File: config.mk
export PLATFORM = sky130hd
export DESIGN_NAME = ltc2666_msg_arbiter
export DESIGN_NICKNAME = d
export VERILOG_FILES = /design/src/rtl/ltc2666_msg_arbiter.sv
export SDC_FILE = /design/constraint.sdc
export NUM_CORES = 1
export LEC_CHECK = 0
export BUFFER_PORTS_ARGS = -buffer_cell sky130_fd_sc_hd__buf_2
export CORE_MARGIN = 2
export CORE_UTILIZATION = 24
export CTS_CLUSTER_SIZE = 28
export DETAILED_ROUTE_END_ITERATION = 12
export SLEW_MARGIN = 20
export SYNTH_ARGS = -nofsm -noshare
export SYNTH_HDL_FRONTEND = slang
export SYNTH_SLANG_ARGS = --single-unit
File: constraint.sdc
create_clock -name clk_i -period 2.4 [get_ports clk_i]
set_input_delay 0.24 -clock clk_i [delete_from_list [all_inputs] [get_ports clk_i]]
set_output_delay 0.24 -clock clk_i [all_outputs]
set_load 0.1 [all_outputs]
File: src/rtl/ltc2666_msg_arbiter.sv
// Round-robin arbiter feeding the single message port of ltc2666_controller.
// Grants are held until the controller reports done. An over-temperature
// interrupt queues a power-down command that is issued ahead of any pending
// request. A watchdog abandons transactions the controller never finishes.
//
// state | meaning
// IDLE  | no message outstanding; emergency capture or round-robin grant
// ISSUE | msg_valid_o high, waiting for the controller handshake
// WAIT  | message accepted, waiting for ctrl_done_i
module ltc2666_msg_arbiter #(
  parameter int         NUM_REQ          = 4,
  parameter int         TIMEOUT_CC       = 4096,
  parameter logic [3:0] EMERG_CMD        = 4'b0101,
  parameter bit         LOCK_AFTER_EMERG = 1'b1
) (
  input  logic                       clk_i,
  input  logic                       rst_i,
  input  logic [NUM_REQ-1:0]         req_valid_i,
  output logic [NUM_REQ-1:0]         req_ready_o,
  input  logic [4*NUM_REQ-1:0]       req_cmd_i,
  input  logic [8*NUM_REQ-1:0]       req_mask_i,
  input  logic [16*NUM_REQ-1:0]      req_data_i,
  output logic [NUM_REQ-1:0]         req_done_o,
  output logic [NUM_REQ-1:0]         req_err_o,
  output logic                       msg_valid_o,
  input  logic                       msg_ready_i,
  output logic [3:0]                 msg_cmd_o,
  output logic [7:0]                 msg_chan_mask_o,
  output logic [15:0]                msg_data_o,
  input  logic                       ctrl_done_i,
  input  logic                       ctrl_err_echo_i,
  input  logic                       ctrl_err_illegal_i,
  input  logic                       ovrtmp_irq_i,
  input  logic                       clear_i,
  output logic                       emerg_pending_o,
  output logic                       emerg_done_o,
  output logic                       blocked_o,
  output logic                       timeout_o,
  output logic [$clog2(NUM_REQ)-1:0] owner_o
);

  localparam int IW = $clog2(NUM_REQ);
  localparam int CW = $clog2(TIMEOUT_CC);

  typedef enum logic [1:0] {
    IDLE  = 2'd0,
    ISSUE = 2'd1,
    WAIT  = 2'd2
  } state_e;

  state_e               state_q, state_d;
  logic [IW-1:0]        ptr_q, ptr_d;
  logic [IW-1:0]        owner_q, owner_d;
  logic                 own_emerg_q, own_emerg_d;
  logic [3:0]           cmd_q, cmd_d;
  logic [7:0]           mask_q, mask_d;
  logic [15:0]          data_q, data_d;
  logic [1:0]           err_base_q, err_base_d;
  logic [CW-1:0]        cnt_q, cnt_d;
  logic                 pend_q, pend_d;
  logic                 blocked_q, blocked_d;
  logic                 timeout_q, timeout_d;
  logic [NUM_REQ-1:0]   done_q, done_d;
  logic [NUM_REQ-1:0]   err_q, err_d;
  logic                 edone_q, edone_d;

  logic [3:0]           cmd_arr  [NUM_REQ];
  logic [7:0]           mask_arr [NUM_REQ];
  logic [15:0]          data_arr [NUM_REQ];

  logic                 win_found;
  logic [IW-1:0]        win_idx;
  logic [IW-1:0]        rr_sel;
  int                   rr_idx;

  logic                 cap_emerg;
  logic                 fin_emerg;
  logic                 wd_set;
  logic                 wd_hit;
  logic                 emerg_in_flight;
  logic [1:0]           err_now;

  // Unpack the flat requester buses into per-requester fields.
  always_comb begin
    for (int i = 0; i < NUM_REQ; i++) begin
      cmd_arr[i]  = req_cmd_i[4*i +: 4];
      mask_arr[i] = req_mask_i[8*i +: 8];
      data_arr[i] = req_data_i[16*i +: 16];
    end
  end

  // Round-robin search starting one past the last winner, wrapping around.
  always_comb begin
    win_found = 1'b0;
    win_idx   = '0;
    rr_idx    = 0;
    rr_sel    = '0;
    for (int k = 1; k <= NUM_REQ; k++) begin
      rr_idx = (int'(ptr_q) + k) % NUM_REQ;
      rr_sel = rr_idx[IW-1:0];
      if (!win_found && req_valid_i[rr_sel]) begin
        win_found = 1'b1;
        win_idx   = rr_sel;
      end
    end
  end

  assign wd_hit          = (cnt_q == CW'(TIMEOUT_CC - 2));
  assign emerg_in_flight = own_emerg_q && (state_q != IDLE);
  assign err_now         = {ctrl_err_echo_i, ctrl_err_illegal_i};

  // Next-state logic, capture, completion and watchdog handling.
  always_comb begin
    state_d     = state_q;
    ptr_d       = ptr_q;
    owner_d     = owner_q;
    own_emerg_d = own_emerg_q;
    cmd_d       = cmd_q;
    mask_d      = mask_q;
    data_d      = data_q;
    err_base_d  = err_base_q;
    cnt_d       = cnt_q;
    done_d      = '0;
    err_d       = '0;
    edone_d     = 1'b0;
    req_ready_o = '0;
    cap_emerg   = 1'b0;
    fin_emerg   = 1'b0;
    wd_set      = 1'b0;

    unique case (state_q)
      IDLE: begin
        if (pend_q || ovrtmp_irq_i) begin
          cap_emerg   = 1'b1;
          own_emerg_d = 1'b1;
          cmd_d       = EMERG_CMD;
          mask_d      = '0;
          data_d      = '0;
          cnt_d       = '0;
          state_d     = ISSUE;
        end else if (!blocked_q && win_found && !rst_i) begin
          req_ready_o[win_idx] = 1'b1;
          ptr_d       = win_idx;
          owner_d     = win_idx;
          own_emerg_d = 1'b0;
          cmd_d       = cmd_arr[win_idx];
          mask_d      = mask_arr[win_idx];
          data_d      = data_arr[win_idx];
          cnt_d       = '0;
          state_d     = ISSUE;
        end
      end

      ISSUE: begin
        cnt_d = cnt_q + CW'(1);
        if (wd_hit) begin
          // Expiry wins over a simultaneous handshake: the message is dropped.
          wd_set  = 1'b1;
          state_d = IDLE;
          if (own_emerg_q) begin
            edone_d   = 1'b1;
            fin_emerg = 1'b1;
          end else begin
            err_d[owner_q] = 1'b1;
          end
        end else if (msg_ready_i) begin
          err_base_d = err_now;
          state_d    = WAIT;
        end
      end

      WAIT: begin
        cnt_d = cnt_q + CW'(1);
        if (ctrl_done_i) begin
          state_d = IDLE;
          if (own_emerg_q) begin
            edone_d   = 1'b1;
            fin_emerg = 1'b1;
          end else begin
            done_d[owner_q] = 1'b1;
            err_d[owner_q]  = |(err_now & ~err_base_q);
          end
        end else if (wd_hit) begin
          wd_set  = 1'b1;
          state_d = IDLE;
          if (own_emerg_q) begin
            edone_d   = 1'b1;
            fin_emerg = 1'b1;
          end else begin
            err_d[owner_q] = 1'b1;
          end
        end
      end

      default: state_d = IDLE;
    endcase
  end

  // Sticky flags; a set event outranks clear_i in the same cycle.
  always_comb begin
    pend_d    = pend_q;
    blocked_d = blocked_q;
    timeout_d = timeout_q;
    if (cap_emerg) begin
      pend_d = 1'b0;
    end else if (ovrtmp_irq_i && !emerg_in_flight) begin
      pend_d = 1'b1;
    end
    if (fin_emerg && LOCK_AFTER_EMERG) begin
      blocked_d = 1'b1;
    end else if (clear_i) begin
      blocked_d = 1'b0;
    end
    if (wd_set) begin
      timeout_d = 1'b1;
    end else if (clear_i) begin
      timeout_d = 1'b0;
    end
  end

  // State and datapath registers with synchronous reset.
  always_ff @(posedge clk_i) begin
    if (rst_i) begin
      state_q     <= IDLE;
      ptr_q       <= IW'(NUM_REQ - 1);
      owner_q     <= '0;
      own_emerg_q <= 1'b0;
      cmd_q       <= '0;
      mask_q      <= '0;
      data_q      <= '0;
      err_base_q  <= '0;
      cnt_q       <= '0;
      pend_q      <= 1'b0;
      blocked_q   <= 1'b0;
      timeout_q   <= 1'b0;
      done_q      <= '0;
      err_q       <= '0;
      edone_q     <= 1'b0;
    end else begin
      state_q     <= state_d;
      ptr_q       <= ptr_d;
      owner_q     <= owner_d;
      own_emerg_q <= own_emerg_d;
      cmd_q       <= cmd_d;
      mask_q      <= mask_d;
      data_q      <= data_d;
      err_base_q  <= err_base_d;
      cnt_q       <= cnt_d;
      pend_q      <= pend_d;
      blocked_q   <= blocked_d;
      timeout_q   <= timeout_d;
      done_q      <= done_d;
      err_q       <= err_d;
      edone_q     <= edone_d;
    end
  end

  assign msg_valid_o     = (state_q == ISSUE);
  assign msg_cmd_o       = cmd_q;
  assign msg_chan_mask_o = mask_q;
  assign msg_data_o      = data_q;
  assign req_done_o      = done_q;
  assign req_err_o       = err_q;
  assign emerg_done_o    = edone_q;
  assign emerg_pending_o = pend_q;
  assign blocked_o       = blocked_q;
  assign timeout_o       = timeout_q;
  assign owner_o         = owner_q;

endmodule

# After elaboration in Yosys (flattened, before gate mapping)
# Index checks and enable logic that the tools add are counted.
classes:
  n_addsub: 5
  n_lt_le_gt_ge: 9
  n_eq_ne: 6
  muxes: 67
  bitwise: 8
  n_reduce_logical: 31
op_table:
  columns: ["operator", "n"]
  rows:
  - ["16-bit 2-to-1 mux", 4]
  - ["4-bit 2-to-1 mux", 11]
  - ["16-bit binary-select mux with 2-bit select", 1]
  - ["8-bit 2-to-1 mux", 4]
  - ["12-bit 2-to-1 mux", 2]
  - ["12-bit one-hot mux with 2 select lines", 1]
  - ["1-bit 2-to-1 mux", 22]
  - ["2-bit 2-to-1 mux", 10]
  - ["2-bit by 3-bit < comparator with 1-bit output, second input constant", 6]
  - ["8-bit binary-select mux with 2-bit select", 1]
  - ["12-bit by 1-bit adder with 12-bit output, second input constant", 1]
  - ["12-bit == test, second input constant", 1]
  - ["2-bit nonzero test", 5]
  - ["1-bit logical AND", 9]
  - ["3-bit AND reduction", 3]
  - ["1-bit binary-select mux with 2-bit select", 4]
  - ["4-bit binary-select mux with 2-bit select", 1]
  - ["4-bit one-hot mux with 2 select lines", 1]
  - ["1-bit zero test", 6]
  - ["3-bit != test, second input constant", 2]
  - ["2-bit one-hot mux with 3 select lines", 1]
  - ["2-bit OR reduction", 3]
  - ["2-bit by 1-bit adder with 2-bit output, second input constant", 2]
  - ["2-bit adder, second input constant", 2]
  - ["other kinds (16)", 23]
word_totals:
  reg_bits: 61
  output_inout_bits: 47
  wordCells: 141

# Depth between registers and ports, before layout
# Gate-level depths: netlist of run 1.
depth:
  word_depth: 20
  mapped_depth: 9
  mapped_depth_nobuf: 7

# Least setup slack after synthesis of run 1
# No wires, ideal clock.
synth_timing:
  path_type: "flip-flop to output port"
  startpoint: "register pend_q (netlist: emerg_pending_o)"
  endpoint: "output req_ready_o[3]"
  t_arrival_ns: 3.045
  required_time_ns: 2.160
  slack_ns: -0.885
  path_stages_with_launch: 5
  path_buffers: 0
  path_cell_list: "dfxtp_1 or3b_4 nor4_4 nand2_1 nor2b_1"
synth_between:
  elab_chain_cells: 3
synth_lines:
  columns: ["item", "line_no", "text"]
  rows:
  - ["from (decl)", "60", "logic pend_q, pend_d;"]
  - ["from (signal assigned)", "249", "pend_q <= pend_d;"]
  - ["1-bit logical OR", "133", "if (pend_q || ovrtmp_irq_i) begin"]
  - ["4-bit 2-to-1 mux", "133", null]
  - ["4-bit 2-to-1 mux", "131", "unique case (state_q)"]
  - ["to (decl)", "19", "output logic [NUM_REQ-1:0] req_ready_o,"]
# Every way passes these cells.

# Worst setup path after layout of run 1
layout_timing:
  startpoint: "register state_q[1]"
  endpoint: "output req_ready_o[3]"
layout_between:
  elab_chain_cells: 2
layout_lines:
  columns: ["item", "line_no", "text"]
  rows:
  - ["from (decl)", "51", "state_e state_q, state_d;"]
  - ["from (signal assigned)", "240", "state_q <= state_d;"]
  - ["2-bit zero test", "131", null]
  - ["4-bit 2-to-1 mux", "131", null]
# Every way passes these cells.

==> flow_summary.ini, run 1 <==
[sta]
tns_ns = 0
min_period_ns = 2.29
rsz0062_at_grt = no
hold_viol_final = 0
finalWorstSetupSlack_ns = 0.109
hold_ws_ns = 0.174
setup_viol = 0
relSlewSlack_pct = 65.3
skew_ns = 0.00737
finalMaxSlewViolations = 0
period_share_pct = 95.5
timing.fmax_mhz = 436
worst-slew-pin-transition_ns = 0.516

[cells_and_area]
area.growth.synth_to_final_pct = 48.4
drive_gt1_share_pct = 41.9
fillers = 1301
diodes = 0
instances_no_fill = 692
postLayoutCellArea_mm2 = 0.00466
finalNetCount = 645

[logic_synthesis]
synth_edf_count = 0
yosys.area.top_type_share_pct = 38.9
synthCells = 340
synth.most_common_cell = dfxtp_1
yosys.cell_types.count = 44
synth_top_area_cell = dfxtp_1
synth-seq-cells = 61
synth_common_cells = dfxtp_1 (61), mux2i_1 (54), nand2_1 (35)
synthesis.nets = 470
yosys_warnings = 0
ys_seq_area_share_pct = 38.9
syn-cell-area_mm2 = 0.00314
ys_top_cells_by_area = dfxtp_1 (39%), mux2i_1 (17%), o221ai_1 (7.0%)
synth_ff_type = dfxtp_1
syn_area_per_cell_um2 = 9.23
synthArstFlopShare_pct = 0

[clocking]
cts.reportedPaths.clkPinSlew_ns = 0.06
htree_num_levels = 3
cts_tree = yes
clkSinkCount = 61
cts_made_buffers = 9
clk_latency_ns = 0.32
ctsRootBufferMaster = clkbuf_16
cts_buffer_depth = 2

[die]
num_io_pins = 171
dieWidth_um = 118
die_y_um = 118
die_area_mm2 = 0.0140
coreArea_mm2 = 0.0127
num_rows = 41
start_util_pct = 24.8

[critical_path]
critPathLaunchType = flop
required_ns = 2.16
cp-end-kind = primary output
crit_type = flop to primary output
crit_path_max_fanout = 4
worst_ep_arrival_time_ns = 2.05

[placement]
port_buffers = 170
place_hpwl_mm = 7.53
place_area_mm2 = 0.00436
gp_congestion = 0.752
dp.cells = 675
place_ws_ns = 0.0686

[global_route]
antenna_found_initial = 0
grt_pass1_wl_mm = 15.5
grt_pass1_vias = 3274
grt.overflow.total = 0
grt_max_degree = 31
grt_use_total_pct = 13.5

[pwr]
p_per_area_mw_per_mm2 = 894
p_leak_nw = 2.08
vdd_drop_max_uv = 301

[run_status]
status = finished, final reports clean

[drt]
detail_route.first_pass.iterations = 4
num_vias = 3239
wirelength_mm = 9.54
drt-vias-per-instance = 4.68
wl_per_cell_um = 13.8
drt_iter0_drc = 128
drc = 0
drtAntennaViolNets = 0

[job]
cap_viol_max_count = 0

[worst_hold_path]
hp-class = input pin to flop
flip-flops by register name (all words and copies together), names as in the netlist, 2 cells and up:
register,flops
cnt_q,12
err_base_q,2
msg_chan_mask_o,8
msg_cmd_o,4
msg_data_o,16
owner_o,2
ptr_q,2
req_done_o,4
req_err_o,4
state_q,2
area by class of cell:
| cell class | instances | area, um2 | share of cell area [%] |
|---|---|---|---|
| clock buffers | 11 | 243 | 5.21 |
| clock inverters | 5 | 36.3 | 0.779 |
| inverters | 9 | 33.8 | 0.726 |
| multi-input cells | 253 | 1880 | 40.4 |
| flip-flops and latches | 61 | 1220 | 26.3 |
| well taps | 172 | 215 | 4.62 |
| repair buffers | 181 | 1020 | 22.0 |
per-stage QoR:
| step | power, mW | util (%) |
|---|---|---|
| CTS | 4.20 | 36.7 |
| global route | 4.36 | 36.7 |
| finish | 4.16 | 36.7 |
| floorplan | 2.57 | - |
| detailed placement | 2.99 | 34.4 |
| global placement | 2.96 | 34.4 |
placed cells by master, fill, tap and decap left out, drive strengths merged, types with 7 or more instances in the layout:
| cell | instances |
|---|---|
| nor4 | 7 |
| o221ai | 25 |
| inv | 9 |
| nand2b | 7 |
| buf | 181 |
| nor2 | 29 |
| nor2b | 10 |
| o21ai | 7 |
| xor2 | 9 |
| a21oi | 10 |
| clkbuf | 11 |
| dfxtp | 61 |
| nand2 | 35 |
| mux2i | 54 |
critical path: stages, from the launching register on:
cell and delay (ns):
dfxtp_2 0.33, inv_2 0.09, ha_4 0.14, or3b_4 0.39, nor4_4 0.17, buf_6 0.16
nand2_2 0.10, nor2b_4 0.17, buf_12 0.18
final timing paths:
check,from,end,slack [ns],depth (start not counted)
worst max-delay path,state_q[1],req_ready_o[3],0.11,8
worst min-delay path,ctrl_err_echo_i,err_base_q[1],0.17,3
worst max register to register,state_q[1],msg_cmd_o[2],0.16,7
worst min register to register,msg_chan_mask_o[4],msg_chan_mask_o[4],0.46,2
per-layer routing:
layer	wire (um)	up-vias	part of all wire, %	global-route usage, %
li1	-	1604	-	-
met1	4010	1498	42	15.3
met2	4860	128	51	24.7
met3	551	9	5.8	3.38
met4	114	0	1.2	4.52
met5	0	-	0	0
timing repair:
| action | CTS | global route |
|---|---|---|
| setup endpoints to repair | 4 | 0 |
| gates resized for setup | 3 | 0 |
| hold endpoints to repair | 0 | 0 |
| hold buffers | 0 | 0 |
| buffers inserted | 1 | 0 |
cells by family after synthesis:
logic type,count (synthesis),share of synthesized area [%]
XOR/XNOR,9,2.51
AO/OA/AOI/OAI,62,15.4
flip-flops,61,38.9
adder cells (fa/ha/maj),6,2.39
AND/OR/NAND/NOR,121,19.7
buffers and inverters,26,3.59
multiplexers,55,17.6
power by group:
part,internal (mW),switching [mW],leakage [nW]
combinational,0.523,1.23,1.45
clock,0.725,0.458,0.128
sequential,1.14,0.0857,0.498
(Power assumes the default switching activity.)
==> run 2, diff against run 1 <==
==> constraint.sdc (replaced) <==
create_clock -name clk_i -period 2.3 [get_ports clk_i]
set_input_delay 0.23 -clock clk_i [delete_from_list [all_inputs] [get_ports clk_i]]
set_output_delay 0.23 -clock clk_i [all_outputs]
set_load 0.1 [all_outputs]
==> run 2 against run 1 <==
Against the previous run:
- clock power rose by 13%
- critical path depth stayed put
- flip-flop and latch count stayed put
- clock skew shrank 0.0017 ns
- worst setup slack got worse by 0.040 ns
- cell area is 0.89% higher
- cell count up 0.58%
- register-to-register slack worse by 0.05 ns
- routed wire length decreased by 2.6%
- highest routed layer unchanged
- non-clock buffer count grew 4
- die area stayed put
==> flow_summary.ini, run 2 (synthesized netlist as in run 1, its figures left out) <==
[run_status]
status = finished, final reports clean

[sta]
finalMaxSlewViolations = 0
hold_ws_ns = 0.167
skew_ns = 0.00565
setup_viol = 0
worst-slew-pin-transition_ns = 0.543
relSlewSlack_pct = 63.5
finalWorstSetupSlack_ns = 0.0682
rsz0062_at_grt = yes
hold_viol_final = 0
min_period_ns = 2.23
period_share_pct = 97.0
timing.fmax_mhz = 448

[clocking]
ctsRootBufferMaster = clkbuf_16
cts_buffer_depth = 2
cts.reportedPaths.clkPinSlew_ns = 0.06
cts_made_buffers = 9
clk_latency_ns = 0.33
cts_tree = yes
htree_num_levels = 3
clkSinkCount = 61

[drt]
wl_per_cell_um = 13.3
detail_route.first_pass.iterations = 4
drt-vias-per-instance = 4.60
num_vias = 3199
wirelength_mm = 9.29
drtAntennaViolNets = 0
drc = 0
drt_iter0_drc = 102

[die]
die_area_mm2 = 0.0140
num_rows = 41
start_util_pct = 24.8
die_y_um = 118
num_io_pins = 171
dieWidth_um = 118
coreArea_mm2 = 0.0127

[global_route]
grt.overflow.total = 0
antenna_found_initial = 0
grt_pass1_vias = 3352
grt_max_degree = 40
grt_use_total_pct = 13.5
grt_pass1_wl_mm = 15.5

[critical_path]
critPathLaunchType = flop
cp-end-kind = primary output
crit_path_max_fanout = 4
crit_type = flop to primary output
required_ns = 2.07
worst_ep_arrival_time_ns = 2.00

[placement]
place_ws_ns = 0.0170
port_buffers = 170
gp_congestion = 0.765
place_hpwl_mm = 7.42

[cells_and_area]
drive_gt1_share_pct = 42.4
layout_commonest_cell = buf_2
largest_reg_flops = 16
most-common-layout-cells = buf_2 (166), dfxtp_1 (58), mux2i_1 (54)
area.growth.synth_to_final_pct = 49.7
finalNetCount = 649
diodes = 0
fillers = 1282

[job]
cap_viol_max_count = 0

[pwr]
vdd_drop_max_uv = 382
p_leak_nw = 2.12
p_per_area_mw_per_mm2 = 945

[worst_hold_path]
hp-class = input pin to flop
==> run 2: worst paths after layout <==
check                     start                 end  slack [ns]  cells after the start
min reg2reg  msg_chan_mask_o[5]  msg_chan_mask_o[5]        0.46                      2
max                  state_q[1]      req_ready_o[3]        0.07                      8
min             ctrl_err_echo_i       err_base_q[1]        0.17                      3
max reg2reg          state_q[1]        msg_cmd_o[0]        0.11                      7
==> run 2: cell type report <==
cell class              instances  area, um2  share of cell area (%)
flip-flops and latches         61       1220                    26.1
inverters                       9       33.8                   0.719
well taps                     172        215                    4.58
repair buffers                185       1040                    22.1
clock inverters                 6       63.8                    1.36
clock buffers                  10        229                    4.87
multi-input cells             253       1890                    40.3
==> run 2: metal layers <==
layer	global-route usage (%)	wire, um	up-vias
met5	0	0	-
met4	5.20	136	0
met3	2.99	574	11
met2	24.9	4740	130
met1	15.1	3840	1447
li1	-	-	1611
==> run 2: critical path: stages (launching register included) <==
cell and delay (ns):
dfxtp_2 0.32, inv_2 0.08, ha_4 0.14, or3b_4 0.39, nor4_4 0.17, buf_6 0.17
nand2_4 0.08, nor2b_4 0.16, buf_12 0.18
==> run 2: through the flow <==
step,instance area [um2],total power [mW],cells,util (%),TNS (ns)
detailed placement,4360,3.12,677,34.4,0
finish,4700,4.44,696,37.1,0
CTS,4680,4.48,694,36.9,0
floorplan,3200,2.69,340,-,-0.635
global placement,4360,3.10,677,34.4,0
global route,4700,4.66,696,37.1,-0.106
==> run 2: report_power, final <==
group          switching, mW  leakage [nW]  internal, mW  total, mW
Sequential            0.0845         0.498          1.18       1.27
Combinational           1.29          1.48         0.555       1.84
Clock                  0.490         0.138         0.836       1.33
==> run 2: repair_timing <==
| item | CTS | global route |
|---|---|---|
| hold buffers | 0 | 0 |
| endpoints found under the setup margin | 6 | 7 |
| pin swaps | 1 | 1 |
| setup buffers | 1 | 2 |
| resized for setup | 4 | 1 |
